===== src/rtl/tof_focal_sequencer.sv =====
// -----------------------------------------------------------------------------
// tof_focal_sequencer
//
// Purpose:
//   Feeds the focal-point accumulation stage. Pops transducer A and B echo
//   samples from their FIFOs in lockstep and counts the sample index. It looks
//   up each sample's time-of-flight focal-point index in two runtime-loaded
//   LUTs (one per transducer). It then presents {sample, focal point} pairs
//   with a valid strobe. One acquisition of N_SAMPLES runs per start pulse.
//
// Ports:
//   Clk, reset                 clock (rising edge), async active-high reset
//   start, abort               acquisition control
//   fifo_A_data, fifo_B_data   FIFO read data, valid the cycle after a pop
//   fifo_empty_A, fifo_empty_B FIFO empty flags
//   lut_wr_en/sel/addr/data    LUT load port (IDLE only; sel 0 = A, 1 = B)
//   rd_en_A, rd_en_B           FIFO pops (combinational, always equal)
//   sample_A/B, focal_A/B      output pair, qualified by out_valid
//   out_valid, busy, done      status strobes
//   sample_count               samples popped in current/last acquisition
//
// State  | meaning
// -------+------------------------------------------------------------
// IDLE   | waiting for start; LUT writes accepted
// RUN    | popping both FIFOs whenever both are non-empty
// FLUSH  | last sample being presented; done follows in IDLE
// -----------------------------------------------------------------------------
module tof_focal_sequencer #(
    parameter int WIDTH     = 3,
    parameter int PTR_LEN   = 4,
    parameter int N_SAMPLES = 16,
    parameter int SAMP_LEN  = 4
) (
    input  logic                Clk,
    input  logic                reset,
    input  logic                start,
    input  logic                abort,
    input  logic [WIDTH-1:0]    fifo_A_data,
    input  logic [WIDTH-1:0]    fifo_B_data,
    input  logic                fifo_empty_A,
    input  logic                fifo_empty_B,
    input  logic                lut_wr_en,
    input  logic                lut_wr_sel,
    input  logic [SAMP_LEN-1:0] lut_wr_addr,
    input  logic [PTR_LEN-1:0]  lut_wr_data,
    output logic                rd_en_A,
    output logic                rd_en_B,
    output logic [WIDTH-1:0]    sample_A,
    output logic [WIDTH-1:0]    sample_B,
    output logic [PTR_LEN-1:0]  focal_A,
    output logic [PTR_LEN-1:0]  focal_B,
    output logic                out_valid,
    output logic                busy,
    output logic                done,
    output logic [SAMP_LEN-1:0] sample_count
);

    localparam int DEPTH = 2 ** SAMP_LEN;
    // The count must be able to reach N_SAMPLES itself, hence one extra bit.
    localparam logic [SAMP_LEN:0] C_N_SAMPLES = (SAMP_LEN + 1)'(N_SAMPLES);
    localparam logic [SAMP_LEN:0] C_ONE       = (SAMP_LEN + 1)'(1);

    typedef enum logic [1:0] {
        ST_IDLE  = 2'd0,
        ST_RUN   = 2'd1,
        ST_FLUSH = 2'd2
    } state_t;

    state_t              r_state;
    logic [SAMP_LEN:0]   r_count;
    logic                r_valid;
    logic                r_done;
    logic                r_busy;
    logic [WIDTH-1:0]    r_hold_a;
    logic [WIDTH-1:0]    r_hold_b;
    logic [PTR_LEN-1:0]  r_focal_a;
    logic [PTR_LEN-1:0]  r_focal_b;
    logic [PTR_LEN-1:0]  r_lut_a [DEPTH];
    logic [PTR_LEN-1:0]  r_lut_b [DEPTH];

    logic                w_pop;
    logic                w_lut_we;
    logic [SAMP_LEN:0]   w_count_nxt;
    logic [SAMP_LEN-1:0] w_idx;

    // Both FIFOs pop together or not at all; abort suppresses the pop.
    assign w_pop       = (r_state == ST_RUN) & ~fifo_empty_A & ~fifo_empty_B & ~abort;
    assign w_lut_we    = lut_wr_en & (r_state == ST_IDLE);
    assign w_count_nxt = r_count + C_ONE;
    assign w_idx       = r_count[SAMP_LEN-1:0];

    always_ff @(posedge Clk or posedge reset) begin
        if (reset) begin
            r_state   <= ST_IDLE;
            r_count   <= '0;
            r_valid   <= 1'b0;
            r_done    <= 1'b0;
            r_busy    <= 1'b0;
            r_hold_a  <= '0;
            r_hold_b  <= '0;
            r_focal_a <= '0;
            r_focal_b <= '0;
            for (int i = 0; i < DEPTH; i++) begin
                r_lut_a[i] <= '0;
                r_lut_b[i] <= '0;
            end
        end else begin
            r_valid <= w_pop;
            r_done  <= 1'b0;

            // FIFO data is only present during the valid cycle; keep a copy
            // so the outputs hold afterwards.
            if (r_valid) begin
                r_hold_a <= fifo_A_data;
                r_hold_b <= fifo_B_data;
            end

            if (w_pop) begin
                r_count   <= w_count_nxt;
                r_focal_a <= r_lut_a[w_idx];
                r_focal_b <= r_lut_b[w_idx];
            end

            if (w_lut_we) begin
                if (lut_wr_sel) begin
                    r_lut_b[lut_wr_addr] <= lut_wr_data;
                end else begin
                    r_lut_a[lut_wr_addr] <= lut_wr_data;
                end
            end

            case (r_state)
                ST_IDLE: begin
                    if (!abort && start) begin
                        r_state <= ST_RUN;
                        r_busy  <= 1'b1;
                        r_count <= '0;
                    end
                end
                ST_RUN: begin
                    if (abort) begin
                        r_state <= ST_IDLE;
                        r_busy  <= 1'b0;
                    end else if (w_pop && (w_count_nxt == C_N_SAMPLES)) begin
                        r_state <= ST_FLUSH;
                        r_busy  <= 1'b0;
                    end
                end
                ST_FLUSH: begin
                    r_state <= ST_IDLE;
                    r_done  <= ~abort;
                end
                default: begin
                    r_state <= ST_IDLE;
                    r_busy  <= 1'b0;
                end
            endcase
        end
    end

    assign rd_en_A      = w_pop;
    assign rd_en_B      = w_pop;
    assign sample_A     = r_valid ? fifo_A_data : r_hold_a;
    assign sample_B     = r_valid ? fifo_B_data : r_hold_b;
    assign focal_A      = r_focal_a;
    assign focal_B      = r_focal_b;
    assign out_valid    = r_valid;
    assign busy         = r_busy;
    assign done         = r_done;
    assign sample_count = r_count[SAMP_LEN-1:0];

endmodule


===== config.mk =====
export PLATFORM = sky130hd
export DESIGN_NAME = tof_focal_sequencer
export DESIGN_NICKNAME = d
export VERILOG_FILES = /design/src/rtl/tof_focal_sequencer.sv
export SDC_FILE = /design/constraint.sdc
export NUM_CORES = 1
export LEC_CHECK = 0
export ABC_AREA = 1
export BUFFER_PORTS_ARGS = -buffer_cell sky130_fd_sc_hd__buf_4
export CAP_MARGIN = 30
export CELL_PAD_IN_SITES_DETAIL_PLACEMENT = 0
export CELL_PAD_IN_SITES_GLOBAL_PLACEMENT = 2
export CORE_MARGIN = 2
export CORE_UTILIZATION = 36
export CTS_CLUSTER_DIAMETER = 80
export DETAILED_ROUTE_END_ITERATION = 10
export GPL_ROUTABILITY_DRIVEN = 0
export PLACE_DENSITY_LB_ADDON = 0.3
export SETUP_SLACK_MARGIN = 0.2
export SYNTH_ARGS = -nofsm -noshare
export SYNTH_HDL_FRONTEND = slang
export SYNTH_SLANG_ARGS = --single-unit

===== constraint.sdc =====
create_clock -name Clk -period 5.95 [get_ports Clk]
set_clock_uncertainty 0.15 [all_clocks]
set_input_delay 0.2975 -clock Clk [delete_from_list [all_inputs] [get_ports Clk]]
set_output_delay 0.2975 -clock Clk [all_outputs]
set_load 0.05 [all_outputs]

==> After elaboration in Yosys (flattened, before gate mapping) <==
Cells that the tools add are included.
{ "word_totals": {"mem_bits_rw": 0, "rom_bits": 0, "out_inout_bits": 23, "input_bits": 22, "memories": 0, "register_bits": 152, "latchBits": 0} }
{ "op_classes": {"shift": 0, "reduce_logical": 9, "addsub": 1, "multipliers": 0, "magnitude_cmp": 3, "mux": 24, "n_div": 0, "n_bitwise": 11, "eq_ne": 5} }
{ "ops": {"columns": ["operator", "count"], "rows": [
  ["$bwmux 64", 2],
  ["$bmux 4 s4", 2],
  ["$mux 4", 5],
  ["$demux 4 s4", 1],
  ["$mux 5", 3],
  ["$ge 5x5->1 const B", 2],
  ["$not 4->5", 2],
  ["$mux 2", 3],
  ["$mux 3", 2],
  ["$reduce_and 2->1", 3],
  ["$add 5x1->5 const B", 1],
  ["$eq 5x5->1 const B", 1],
  ["$lt 5x1->1 const B", 1],
  ["$not 1->1", 5],
  ["$and 1x1->1", 4],
  ["$mux 1", 4],
  ["$pmux 2 s2", 1],
  ["$logic_and 1x1->1", 3],
  ["$ne 3x2->1 const B", 1],
  ["$pmux 1 s3", 1],
  ["$reduce_and 3->1", 1],
  ["$eq 2x1->1 const B", 1],
  ["$eq 2x2->1 const B", 1],
  ["$logic_not 2->1", 1],
  ["2 further kinds", 2]
]} }

==> Logic depth before layout (Yosys ltp) <==
{ "depth": {"ltp_word": 8, "ltp_mapped": 10, "depth_no_buf": 10} }

==> Worst setup path before layout <==
No wires, ideal clock.
{ "synth_timing": {"path_kind": "register to output", "from": "reg r_state[1]", "to": "out rd_en_B", "arrival_time_ps": 1379, "setup_slack_ps": 4124, "n_path_buf": 2, "stages_incl_launch_ff": 6, "required_ps": 5503, "path_cell_list": "dfrtp_1 nor2_1 nand3_2 inv_1 buf_2 buf_4"} }
{ "synth_between": {"elab_chain_cells": 4} }
{ "synth_lines": {"columns": ["item", "line", "rtl"], "rows": [
  ["start, declared", "69", "state_t r_state;"],
  ["start signal, assigned", "94", "r_state <= ST_IDLE;"],
  ["start signal, assigned", "135", "r_state <= ST_RUN;"],
  ["start signal, assigned", "142", "r_state <= ST_IDLE;"],
  ["$eq 2x1->1", "87", "assign w_pop = (r_state == ST_RUN) & ~fifo_empty_A & ~fifo_empty_B & ~abort;"],
  ["$and 1x1->1 (3 in a row)", "87", null],
  ["end, declared", "47", "output logic rd_en_B,"]
]} }
No other way between the ends.

==> Final worst setup path <==
{ "layout_timing": {"from": "reg r_count[2]", "to": "reg r_busy, in the netlist busy"} }
{ "layout_between": {"elab_chain_cells": 5} }
{ "layout_lines": {"columns": ["item", "line", "rtl"], "rows": [
  ["start, declared", "70", "logic [SAMP_LEN:0] r_count;"],
  ["start signal, assigned", "119", "r_count <= w_count_nxt;"],
  ["$add 5x1->5", "89", "assign w_count_nxt = r_count + C_ONE;"],
  ["$eq 5x5->1", "144", "end else if (w_pop && (w_count_nxt == C_N_SAMPLES)) begin"],
  ["$logic_and 1x1->1", "144", null],
  ["$ne 3x2->1 (no line)", null, null],
  ["$reduce_and 3->1 (no line)", null, null],
  ["end signal, assigned", "143", "r_busy <= 1'b0;"],
  ["end signal, assigned", "146", "r_busy <= 1'b0;"],
  ["end signal, assigned", "155", "r_busy <= 1'b0;"],
  ["end, declared", "73", "logic r_busy;"]
]} }
No other way between the ends.
A chain may end at the register's enable or synchronous reset.

==> summary.md <==
| Metric | Value |
|---|---|
| Synth top area share | 50.4% |
| Pwr Density | 397 nW/µm² |
| Post-synth ARST share | 100% |
| Final Max Slew Viols | 0 |
| Proportion of synthesized area in mux cells | 0.895% |
| DR vias | 6061 |
| # nets final | 1033 |
| Largest net degree at the start of global routing | 96 |
| Layout area overhead | 15.9% |
| Post-Syn Instances | 979 |
| Worst Path Class, Setup | reg2reg |
| Grt ovf | 0 |
| First-pass GRT wire length | 34000 µm |
| Status | completed |
| Clock-pin transition on the worst setup and hold timing paths | 0.06 ns |
| Antenna Cells | 0 |
| CTS sink count | 152 |
| Cell taking the most area after synthesis | dfrtp_1 |
| Worst-case clock buffer depth | 2 |
| Via-to-Cell Ratio | 4.69 |
| DRC Markers | 0 |
| Slew HR | 42.1% |
| Tmin final | 2.73 ns |
| IO Count | 45 |
| Wire per inst | 16.3 µm |
| FMAX | 367 MHz |
| Synth Area in Simple Gates | 28.6% |
| XOR/XNOR Fraction of Synth Area | 0% |
| Cts repair resizes | 0 |
| Adder-cell area share of the yosys netlist | 0.332% |
| Post-synth EDFFs | 0 |
| # fillers | 2152 |
| Core Area | 20400 µm² |
| Hold-fix buffers, CTS | 8 |
| Fin. Hold Viols | 0 |
| Chip height | 149 µm |
| Htree depth | 4 |
| CTS buffer count | 17 |
| Largest family of logic cells by synthesized area | simple AND/OR/NAND/NOR gates |
| Postcts setup bufs | 0 |
| Flops & latches, synth | 152 |
| Req. time, crit path | 6.11 ns |
| DR pass1 iterations | 6 |
| Maxcap violations | 0 |
| Peak VDD IR | 0.000205 V |
| Tightest Hold Check Type | in2async |
| Compound-Gate Fraction of Synth Area | 9.10% |
| Setup crit start kind | flip-flop |
| Port Buffers | 44 |
| Die width | 149 µm |
| Main synth FF type | dfrtp_1 |
| Worst-path fanout max | 24 |
| Initial antenna violation count | 0 |
| Std cell rows | 52 |
| CP endpoint kind | flip-flop |
| Mean area per synthesized cell | 7.71 µm² |
| 1st-iter DRT viols | 434 |
| Synthesized area | 7550 µm² |
| Unrepaired setup endpoints after global routing | no |
| Layout cell share with drive strength beyond 1 | 11.3% |
| Synth top area cells | dfrtp_1 50%, nand2_1 16%, o21ai_0 7.7% |
| Area of the multi-input gates | 2940 µm² |
| WP data arrival | 2.89 ns |
| CTS tree | done |
| Setup_tns | 0 ns |
| Starting Density | 36.9% |
| Final hold slack | 0.153 ns |
| CTS root buf | clkbuf_16 |
| Period utilization | 45.8% |
| Tot GR Track Use | 20.1% |
| Yosys warns | 0 |
| Endpoints failing setup | 0 |
| Die area | 22100 µm² |
| Post-synth net total | 1003 |
| Register Area | 3800 µm² |
| Vias in the first global route | 5942 |
| Clk Latency, worst-skew pair | 0.43 ns |
| Most numerous cell in the Yosys netlist | nand2_1 |
| Leak | 4.16 nW |
| Most frequent cells after synthesis | 321 x nand2_1, 152 x dfrtp_1, 144 x inv_1, 116 x o21ai_0, 115 x nand3_1 |
| Total wire length | 21100 µm |
| Distinct cell type count of the synthesized netlist | 24 |
| Worst slew pin tran | 0.869 ns |
| Sequential share of the synthesized area | 50.4% |
| DP HPWL | 12900 µm |
| ANT nets after route | 0 |
[worst paths after layout]
check	end	from	slack (ns)	cells after the start
setup / recovery	busy	r_count[2]	3.22	9
hold / removal	r_hold_a[1]	reset	0.15	3
setup reg to reg	busy	r_count[2]	3.22	9
hold reg to reg	r_hold_a[2]	r_hold_a[2]	0.35	1
max in group asynchronous	r_lut_a[26]	reset	4.01	5
min in group Clk	r_count[4]	start	0.16	4
[area by class of cell]
cell class | instances | share of cell area, %
clock buffers | 18 | 5.02
multi-input cells | 633 | 33.6
repair buffers | 58 | 5.44
clock inverters | 14 | 2.23
flip-flops and latches | 152 | 43.5
well taps | 270 | 3.86
inverters | 147 | 6.37
[power breakdown]
group          switching, mW  internal [mW]
clock                  0.465          0.717
sequential             0.100           1.29
combinational          0.617          0.284
[worst max-delay path, stage by stage (launching register included)]
cell and delay (ns):
dfrtp_1 0.91, clkinv_1 0.80, nand2_1 0.26, nand3_1 0.09, nor2_1 0.11, nand2_1 0.07
nand2_1 0.08, nand2_1 0.05, nand2_1 0.05, nand2_1 0.04
[logic make-up after synthesis]
logic type | after synthesis
AOI/OAI and AO/OA | 136
adders and majority gates | 2
buffers and inverters | 194
DFF | 152
muxes | 6
and+or+nand+nor | 489
[flip-flops by register name, summed over array words and instances (netlist names)]
register / cells
r_hold_b: 3
done: 1
r_lut_a: 64
r_lut_b: 64
r_hold_a: 3
out_valid: 1
busy: 1
focal_A: 4
r_count: 5
r_state: 2
focal_B: 4
[per-stage QoR]
stage	std cells	area [µm²]	util (%)	setup slack [ns]	power (mW)
floorplan	979	7550	-	1.41	2.05
global placement	1251	8010	39.2	3.27	2.30
detailed placement	1251	8010	39.2	3.24	2.31
CTS	1291	8720	42.7	3.22	3.51
global route	1292	8750	42.8	3.00	3.69
finish	1292	8750	42.8	3.22	3.48
[per-layer routing]
metal  global-route usage [%]  vias to the layer above  routed length (µm)
met1                     29.2                     2827               10300
met5                        0                        -                   0
li1                         -                     3096                   -
met4                     4.33                        0                 206
met3                     3.79                       14                 817
met2                     31.3                      124                9730
[layout by cell type, fill, tap and decap left out, types with 2 or more instances in the layout]
cell type      count
clkinvlp_4         3
o21ai_0          116
clkinv_1           2
nand3_1          115
nor2_1            26
nand4_1            2
dfrtp_1          151
nand3_2            2
ha_1               2
inv_6              3
bufinv_16          4
nand2_1          321
a21oi_1            2
clkinv_2           3
mux2_2             6
inv_1            143
o21ai_1           15
buf_4             49
a211oi_1           2
nor2_4            20
clkbuf_16         17
dlygate4sd3_1      8
Note: power is estimated with default switching activity, not from simulation.
